===== src/rtl/rv_mem_pkg.sv =====
// Shared definitions for the instruction/data memory-port arbiter:
// FSM states, request owner encoding and the data-streak default.
package rv_mem_pkg;

  localparam int MAX_DSTREAK_DEF = 4;

  typedef enum logic [1:0] {
    ST_IDLE = 2'd0,
    ST_REQ  = 2'd1,
    ST_WAIT = 2'd2
  } arb_state_e;

  typedef enum logic {
    OWN_FETCH = 1'b0,
    OWN_DATA  = 1'b1
  } owner_e;

endpackage


===== src/rtl/mem_arbiter.sv =====
// Two-master (fetch/data) arbiter onto a single memory port with one outstanding
// transaction; data has priority but a waiting fetch is served after MAX_DSTREAK data grants.
module mem_arbiter
  import rv_mem_pkg::*;
#(
  parameter int ADDR_W      = 64,
  parameter int MAX_DSTREAK = MAX_DSTREAK_DEF
) (
  input  logic              clock,
  input  logic              reset,
  input  logic              if_req_i,
  input  logic [ADDR_W-1:0] if_addr_i,
  output logic              if_gnt_o,
  output logic              if_rvalid_o,
  output logic [31:0]       if_rdata_o,
  input  logic              d_req_i,
  input  logic              d_we_i,
  input  logic [ADDR_W-1:0] d_addr_i,
  input  logic [63:0]       d_wdata_i,
  input  logic [7:0]        d_wstrb_i,
  output logic              d_gnt_o,
  output logic              d_rvalid_o,
  output logic [63:0]       d_rdata_o,
  output logic              m_req_o,
  output logic              m_we_o,
  output logic [ADDR_W-1:0] m_addr_o,
  output logic [63:0]       m_wdata_o,
  output logic [7:0]        m_wstrb_o,
  input  logic              m_gnt_i,
  input  logic              m_rvalid_i,
  input  logic [63:0]       m_rdata_i
);

  localparam int              SW         = $clog2(MAX_DSTREAK + 1);
  localparam logic [SW-1:0]   STREAK_MAX = SW'(MAX_DSTREAK);

  arb_state_e        state_q,  state_d;
  owner_e            owner_q,  owner_d;
  logic [SW-1:0]     streak_q, streak_d;
  logic [ADDR_W-1:0] addr_q,   addr_d;
  logic              we_q,     we_d;
  logic [63:0]       wdata_q,  wdata_d;
  logic [7:0]        wstrb_q,  wstrb_d;

  logic if_gnt;
  logic d_gnt;
  logic fetch_wins;
  logic rsp_valid;

  always_comb begin
    // NOTE: every variable written here gets a default first, so no path can infer a latch.
    state_d    = state_q;
    owner_d    = owner_q;
    streak_d   = streak_q;
    addr_d     = addr_q;
    we_d       = we_q;
    wdata_d    = wdata_q;
    wstrb_d    = wstrb_q;
    if_gnt     = 1'b0;
    d_gnt      = 1'b0;
    fetch_wins = if_req_i && (!d_req_i || (streak_q == STREAK_MAX));

    unique case (state_q)
      ST_IDLE: begin
        if (fetch_wins) begin
          if_gnt   = 1'b1;
          owner_d  = OWN_FETCH;
          addr_d   = if_addr_i;
          we_d     = 1'b0;
          wdata_d  = '0;
          wstrb_d  = '0;
          streak_d = '0;
          state_d  = ST_REQ;
        end else if (d_req_i) begin
          d_gnt   = 1'b1;
          owner_d = OWN_DATA;
          addr_d  = d_addr_i;
          we_d    = d_we_i;
          wdata_d = d_wdata_i;
          wstrb_d = d_wstrb_i;
          state_d = ST_REQ;
          // Only data grants that overtake a waiting fetch count towards its starvation limit.
          if (if_req_i && (streak_q != STREAK_MAX)) streak_d = streak_q + SW'(1);
        end
      end
      ST_REQ: begin
        if (m_gnt_i) state_d = ST_WAIT;
      end
      ST_WAIT: begin
        if (m_rvalid_i) state_d = ST_IDLE;
      end
      default: state_d = ST_IDLE;
    endcase
  end

  // NOTE: sequential state uses non-blocking assignments so every flop samples pre-edge values.
  always_ff @(posedge clock or negedge reset) begin
    if (!reset) begin
      state_q  <= ST_IDLE;
      owner_q  <= OWN_FETCH;
      streak_q <= '0;
      addr_q   <= '0;
      we_q     <= 1'b0;
      wdata_q  <= '0;
      wstrb_q  <= '0;
    end else begin
      state_q  <= state_d;
      owner_q  <= owner_d;
      streak_q <= streak_d;
      addr_q   <= addr_d;
      we_q     <= we_d;
      wdata_q  <= wdata_d;
      wstrb_q  <= wstrb_d;
    end
  end

  // Grants answer live requests in the same cycle, so they are masked while reset is held.
  assign if_gnt_o = if_gnt & reset;
  assign d_gnt_o  = d_gnt & reset;

  assign m_req_o   = (state_q == ST_REQ);
  assign m_we_o    = we_q;
  assign m_addr_o  = addr_q;
  assign m_wdata_o = wdata_q;
  assign m_wstrb_o = wstrb_q;

  // Responses outside WAIT are stray (e.g. from an abandoned transaction) and are dropped.
  assign rsp_valid   = (state_q == ST_WAIT) && m_rvalid_i;
  assign if_rvalid_o = rsp_valid && (owner_q == OWN_FETCH);
  assign d_rvalid_o  = rsp_valid && (owner_q == OWN_DATA);

  assign d_rdata_o  = m_rdata_i;
  assign if_rdata_o = addr_q[2] ? m_rdata_i[63:32] : m_rdata_i[31:0];

endmodule


===== config.mk =====
export PLATFORM = sky130hd
export DESIGN_NAME = mem_arbiter
export DESIGN_NICKNAME = d
export VERILOG_FILES = /design/src/rtl/rv_mem_pkg.sv /design/src/rtl/mem_arbiter.sv
export SDC_FILE = /design/constraint.sdc
export NUM_CORES = 1
export LEC_CHECK = 0
export CAP_MARGIN = 20
export CORE_AREA = 5 5 196 198
export DETAILED_ROUTE_END_ITERATION = 10
export DIE_AREA = 0 0 201 203
export GPL_ROUTABILITY_DRIVEN = 0
export SLEW_MARGIN = 10
export SYNTH_ARGS = -nofsm -noshare
export SYNTH_HDL_FRONTEND = slang
export SYNTH_SLANG_ARGS = --single-unit

===== constraint.sdc =====
create_clock -name clock -period 1.85 [get_ports clock]
set_input_delay 0.185 -clock clock [delete_from_list [all_inputs] [get_ports clock]]
set_output_delay 0.185 -clock clock [all_outputs]
set_load 0.005 [all_outputs]

# --- Word level (Yosys, flattened, before mapping) ---
# Cells that the tools add are included.
word_totals:
  register_bits: 143
  in_bits: 271
  output_inout_bits: 238
  word_cells: 55
op_classes:
  addsub: 1
  n_eq_ne: 7
  n_mux: 24
  bitwise: 3
  reduce_logical: 13
ops:
  columns: ["op", "count"]
  rows:
  - ["$mux W64", 4]
  - ["$mux W32", 1]
  - ["$mux W8", 2]
  - ["$mux W1", 9]
  - ["$mux W3", 3]
  - ["$mux W2", 4]
  - ["$ne A3 B3 Y1 const B", 2]
  - ["$pmux W2 S3", 1]
  - ["$reduce_and A3 Y1", 2]
  - ["$logic_and A1 B1 Y1", 5]
  - ["$reduce_bool A2 Y1", 2]
  - ["$add A3 B1 Y3 const B", 1]
  - ["$eq A3 B3 Y1 const B", 1]
  - ["$and A1 B1 Y1", 2]
  - ["$eq A2 B1 Y1 const B", 1]
  - ["$eq A2 B2 Y1 const B", 1]
  - ["$logic_not A2 Y1", 1]
  - ["$ne A2 B1 Y1 const B", 1]
  - ["$ne A2 B2 Y1 const B", 1]
  - ["$reduce_and A2 Y1", 1]
  - ["$logic_not A1 Y1", 1]
  - ["$logic_or A1 B1 Y1", 1]
  - ["$not A1 Y1", 1]

# --- Logic depth before layout (Yosys ltp) ---
# Gate-level depths: netlist of the first run.
depth:
  word_depth: 6
  depth_mapped: 7

# --- Worst setup path after synthesis of the first run ---
# No wires, ideal clock.
synth_timing:
  kind: "register to output"
  from: "reg streak_q[0]"
  to: "out d_gnt_o"
  arrival_time_ps: 1288
  slack_ps: 377
  stages_incl_launch_ff: 7
  path_buffers: 1
  path_cell_list: "dfrtp_1 -> inv_1 -> ha_1 -> a21bo_2 -> and2_4 -> buf_2 -> nor2_1"
synth_via:
  elab_chain_cells: 6
synth_lines:
  columns: ["item", "line", "text"]
  rows:
  - ["start, declared", "mem_arbiter.sv:39", "logic [SW-1:0] streak_q, streak_d;"]
  - ["start signal, assigned", "mem_arbiter.sv:109", "streak_q <= streak_d;"]
  - ["$eq A3 B3 Y1", "mem_arbiter.sv:61", "fetch_wins = if_req_i && (!d_req_i || (streak_q == STREAK_MAX));"]
  - ["$logic_or A1 B1 Y1", "mem_arbiter.sv:61", null]
  - ["$logic_and A1 B1 Y1", "mem_arbiter.sv:61", null]
  - ["$mux W1", "mem_arbiter.sv:65", "if (fetch_wins) begin"]
  - ["$mux W1", "mem_arbiter.sv:63", "unique case (state_q)"]
  - ["$and A1 B1 Y1", "mem_arbiter.sv:119", "assign d_gnt_o = d_gnt & reset;"]
  - ["end, declared", "mem_arbiter.sv:21", "output logic d_gnt_o,"]
# Every way passes these cells.

# --- Worst setup path after layout of the first run ---
layout_timing:
  from: "reg streak_q[1]"
  to: "out if_gnt_o"
layout_via:
  elab_chain_cells: 6
layout_lines:
  columns: ["item", "line", "text"]
  rows:
  - ["$eq A3 B3 Y1", "mem_arbiter.sv:61", null]
  - ["$logic_or A1 B1 Y1", "mem_arbiter.sv:61", null]
  - ["$logic_and A1 B1 Y1", "mem_arbiter.sv:61", null]
  - ["$mux W1", "mem_arbiter.sv:65", null]
  - ["$mux W1", "mem_arbiter.sv:63", null]
  - ["$and A1 B1 Y1", "mem_arbiter.sv:118", "assign if_gnt_o = if_gnt & reset;"]
  - ["end, declared", "mem_arbiter.sv:13", "output logic if_gnt_o,"]
# Every way passes these cells.

==> flow_summary.ini, run 1 <==
[critical_path]
critPathRequiredTime_ns = 1.66
critPathLaunchType = flop
arrival_ns = 1.70
path_class = reg -> out
path_cells = inv_2 -> ha_4 -> a21bo_4 -> and2_4 -> and3_4 -> buf_6
reg2regPathDepth = 6
slowest_delay_ns = 0.37
reg2reg_to = m_addr_o[26]
cp_num_buf_inv = 2
cp.depth = 6
end_kind = output port
critical_path.top_delay_family = flip-flops
r2r_start = streak_q[1]
critPathCapture = if_gnt_o
rrSetupSlack_ns = 0.06
worstPathMaxFanout = 4
critical_path.startpoint = streak_q[1]
cp_slowest_cell = dfrtp_1

[drt]
vias = 7310
dr.pass1.iters = 4
wire_per_inst_um = 22.5
detail_route.iter0.violations = 355
post-route-drc-count = 0
wl_mm = 35.9
viasPerCell = 4.58
ant_nets = 0

[yosys]
synth_top_area_share_pct = 47.2
synth_fp_nets = 943
synth-seq-cells = 143
yosysUniqueCellTypes = 28
synthArstFlopShare_pct = 100
netlist_area_um2 = 7570
ys.warnings.count = 0
ys_seq_area_share_pct = 47.2
yosysTopAreaCell = dfrtp_1
yosys_most_used_dff = dfrtp_1
syn_area_per_cell_um2 = 11.3
syn_inst = 670
synth_edf_count = 0
synthTopCellsByArea = dfrtp_1, o221ai_2, a22o_1

[layout]
design_area_um2 = 13500
finalNetCount = 1386
layout_commonest_cell = clkdlybuf4s50_1
layout-drive-gt1-share_pct = 19.9
area_delta_synth_final_pct = 77.7
final_cell_mix = clkdlybuf4s50_1, dfrtp_1, a22o_1

[global_routing]
grt-ovfl-total = 0
grt_usage_pct = 16.6
grt_pass1_vias = 7736
grt_max_degree = 133
grt_first_pass_wirelength_mm = 51.4
antenna_found_initial = 7

[sta]
hold_viol = 0
finalMaxSlewViolations = 0
fmax_mhz = 530
fin_crit_sh_pct = 102
final-setup-viol-count = 1
tightest_slew_ns = 0.769
skew_ns = 0.00667
min_period_ns = 1.89
maxSlewHeadroom_pct = 48.7
setup_ws_ns = -0.0360
rsz0062_at_grt = true

[run]
max_cap_violations = 0

[clocking]
htree_num_levels = 4
cts_root_buffer = clkbuf_16
cts_tree = built
clkLatencyLatePin_ns = 0.44
cts.sinks = 143
clkSlewWorstSetupHoldPaths_ns = 0.06
clockBufferDepth = 2
numCtsBuffers = 17

[outcome]
violations = setup timing
outcome = complete, but fails checks

[pwr]
peakVddDrop_mv = 0.736
p_per_area_nw_per_um2 = 1440
total_power_mw = 19.4
power_leakage_nw = 5.49

[placed_design]
hpwl_mm = 26.7
port_buffers = 508
placed_area_um2 = 12700

[die]
ioPinCount = 509
core_area_um2 = 36300
die_h_um = 203
die-area_um2 = 40800
die_w_um = 201
fp-row-count = 70
initial_utilization_pct = 20.8

[min_path]
holdCritPathClass = in -> reg
-- sequential cells by signal, indices dropped and copies added (netlist names) --
register,count
m_addr_o,64
state_q,2
owner_q,1
m_wstrb_o,8
streak_q,3
m_wdata_o,64
m_we_o,1
-- repair_timing --
| action | in CTS | in global routing |
|---|---|---|
| buffers inserted | 8 | 6 |
| gates cloned | 4 | 1 |
| hold endpoints to repair | 11 | 0 |
| resized for setup | 147 | 23 |
| pin swaps | 3 | 2 |
| hold buffers | 1 | 0 |
| endpoints found under the setup margin | 62 | 82 |
-- layout make-up --
class | count | area [um^2]
timing repair buffer | 557 | 5540
clock inverter | 12 | 111
fill | 3598 | 22900
sequential | 143 | 3580
multi-input combinational | 326 | 2950
clock buffer | 20 | 437
inverter | 68 | 255
antenna | 2 | 5.00
tap | 468 | 586
-- power breakdown --
part	switching, mW	internal (mW)
sequential	0.825	4.56
clock	1.48	1.86
combinational	4.53	6.14
-- worst min-delay path by stage --
stage          slack [ns]      endpoint      from  cells after the start
2_1_floorplan       -0.11   m_addr_o[0]     reset                      0
3_3_place_gp         0.03  m_addr_o[30]     reset                      1
3_5_place_dp         0.04  m_addr_o[30]     reset                      1
4_1_cts              0.04   streak_q[2]  if_req_i                      3
5_1_grt              0.08   streak_q[2]  if_req_i                      3
6_report             0.08   streak_q[2]  if_req_i                      3
-- logic make-up after synthesis --
group / synth area share (%)
AND/OR/NAND/NOR: 11.0
buffers and inverters: 15.0
adder cells (fa/ha/maj): 0.330
AO/OA/AOI/OAI: 21.5
flip-flops: 47.2
multiplexers: 4.91
-- synthesized netlist by cell type (4+ instances only) --
library cell	count
a22o_1	75
buf_1	5
buf_2	33
buf_4	67
buf_6	12
clkbuf_1	16
dfrtp_1	143
inv_1	68
mux2_2	33
nand3_1	66
nand4_1	65
o221ai_1	4
o221ai_2	60
-- stage by stage --
stage | utilization (%) | worst slack (ns) | hold WS (ns) | setup TNS, ns | instances
after floorplan | - | 0.377 | -0.111 | 0 | 670
after global placement | 34.9 | -0.112 | 0.0327 | -1.74 | 1544
after global routing | 37.0 | -0.0906 | 0.0752 | -0.0919 | 1596
final | 37.0 | -0.0360 | 0.0799 | -0.0360 | 1596
after detailed placement | 34.9 | -0.121 | 0.0371 | -1.93 | 1544
after CTS | 36.9 | -0.0626 | 0.0367 | -0.519 | 1589
-- layer usage --
metal / wire length (um) / vias to the layer above / GRT usage [%]
li1: - / 3328 / -
met1: 13300 / 3594 / 18.0
met2: 18600 / 321 / 29.4
met3: 2520 / 63 / 5.33
met4: 1410 / 4 / 7.79
met5: 32 / - / 0
-- worst min-delay path, cell delays in order --
cell and delay, ns:
buf_2 0.15, nand4_1 0.09, o21ai_1 0.06
Power figures use the tool's default switching activity.
==> run 2: changes to the inputs <==
--- a/config.mk
+++ b/config.mk
@@ -5,6 +5,7 @@
 export SDC_FILE = /design/constraint.sdc
 export NUM_CORES = 1
 export LEC_CHECK = 0
+export ABC_CLOCK_PERIOD_IN_PS = 1850
 export CAP_MARGIN = 20
 export CORE_AREA = 5 5 196 198
 export DETAILED_ROUTE_END_ITERATION = 10
==> results of run 2 <==
Same layout as run 1: the final DEF is identical, and so are final timing and power.
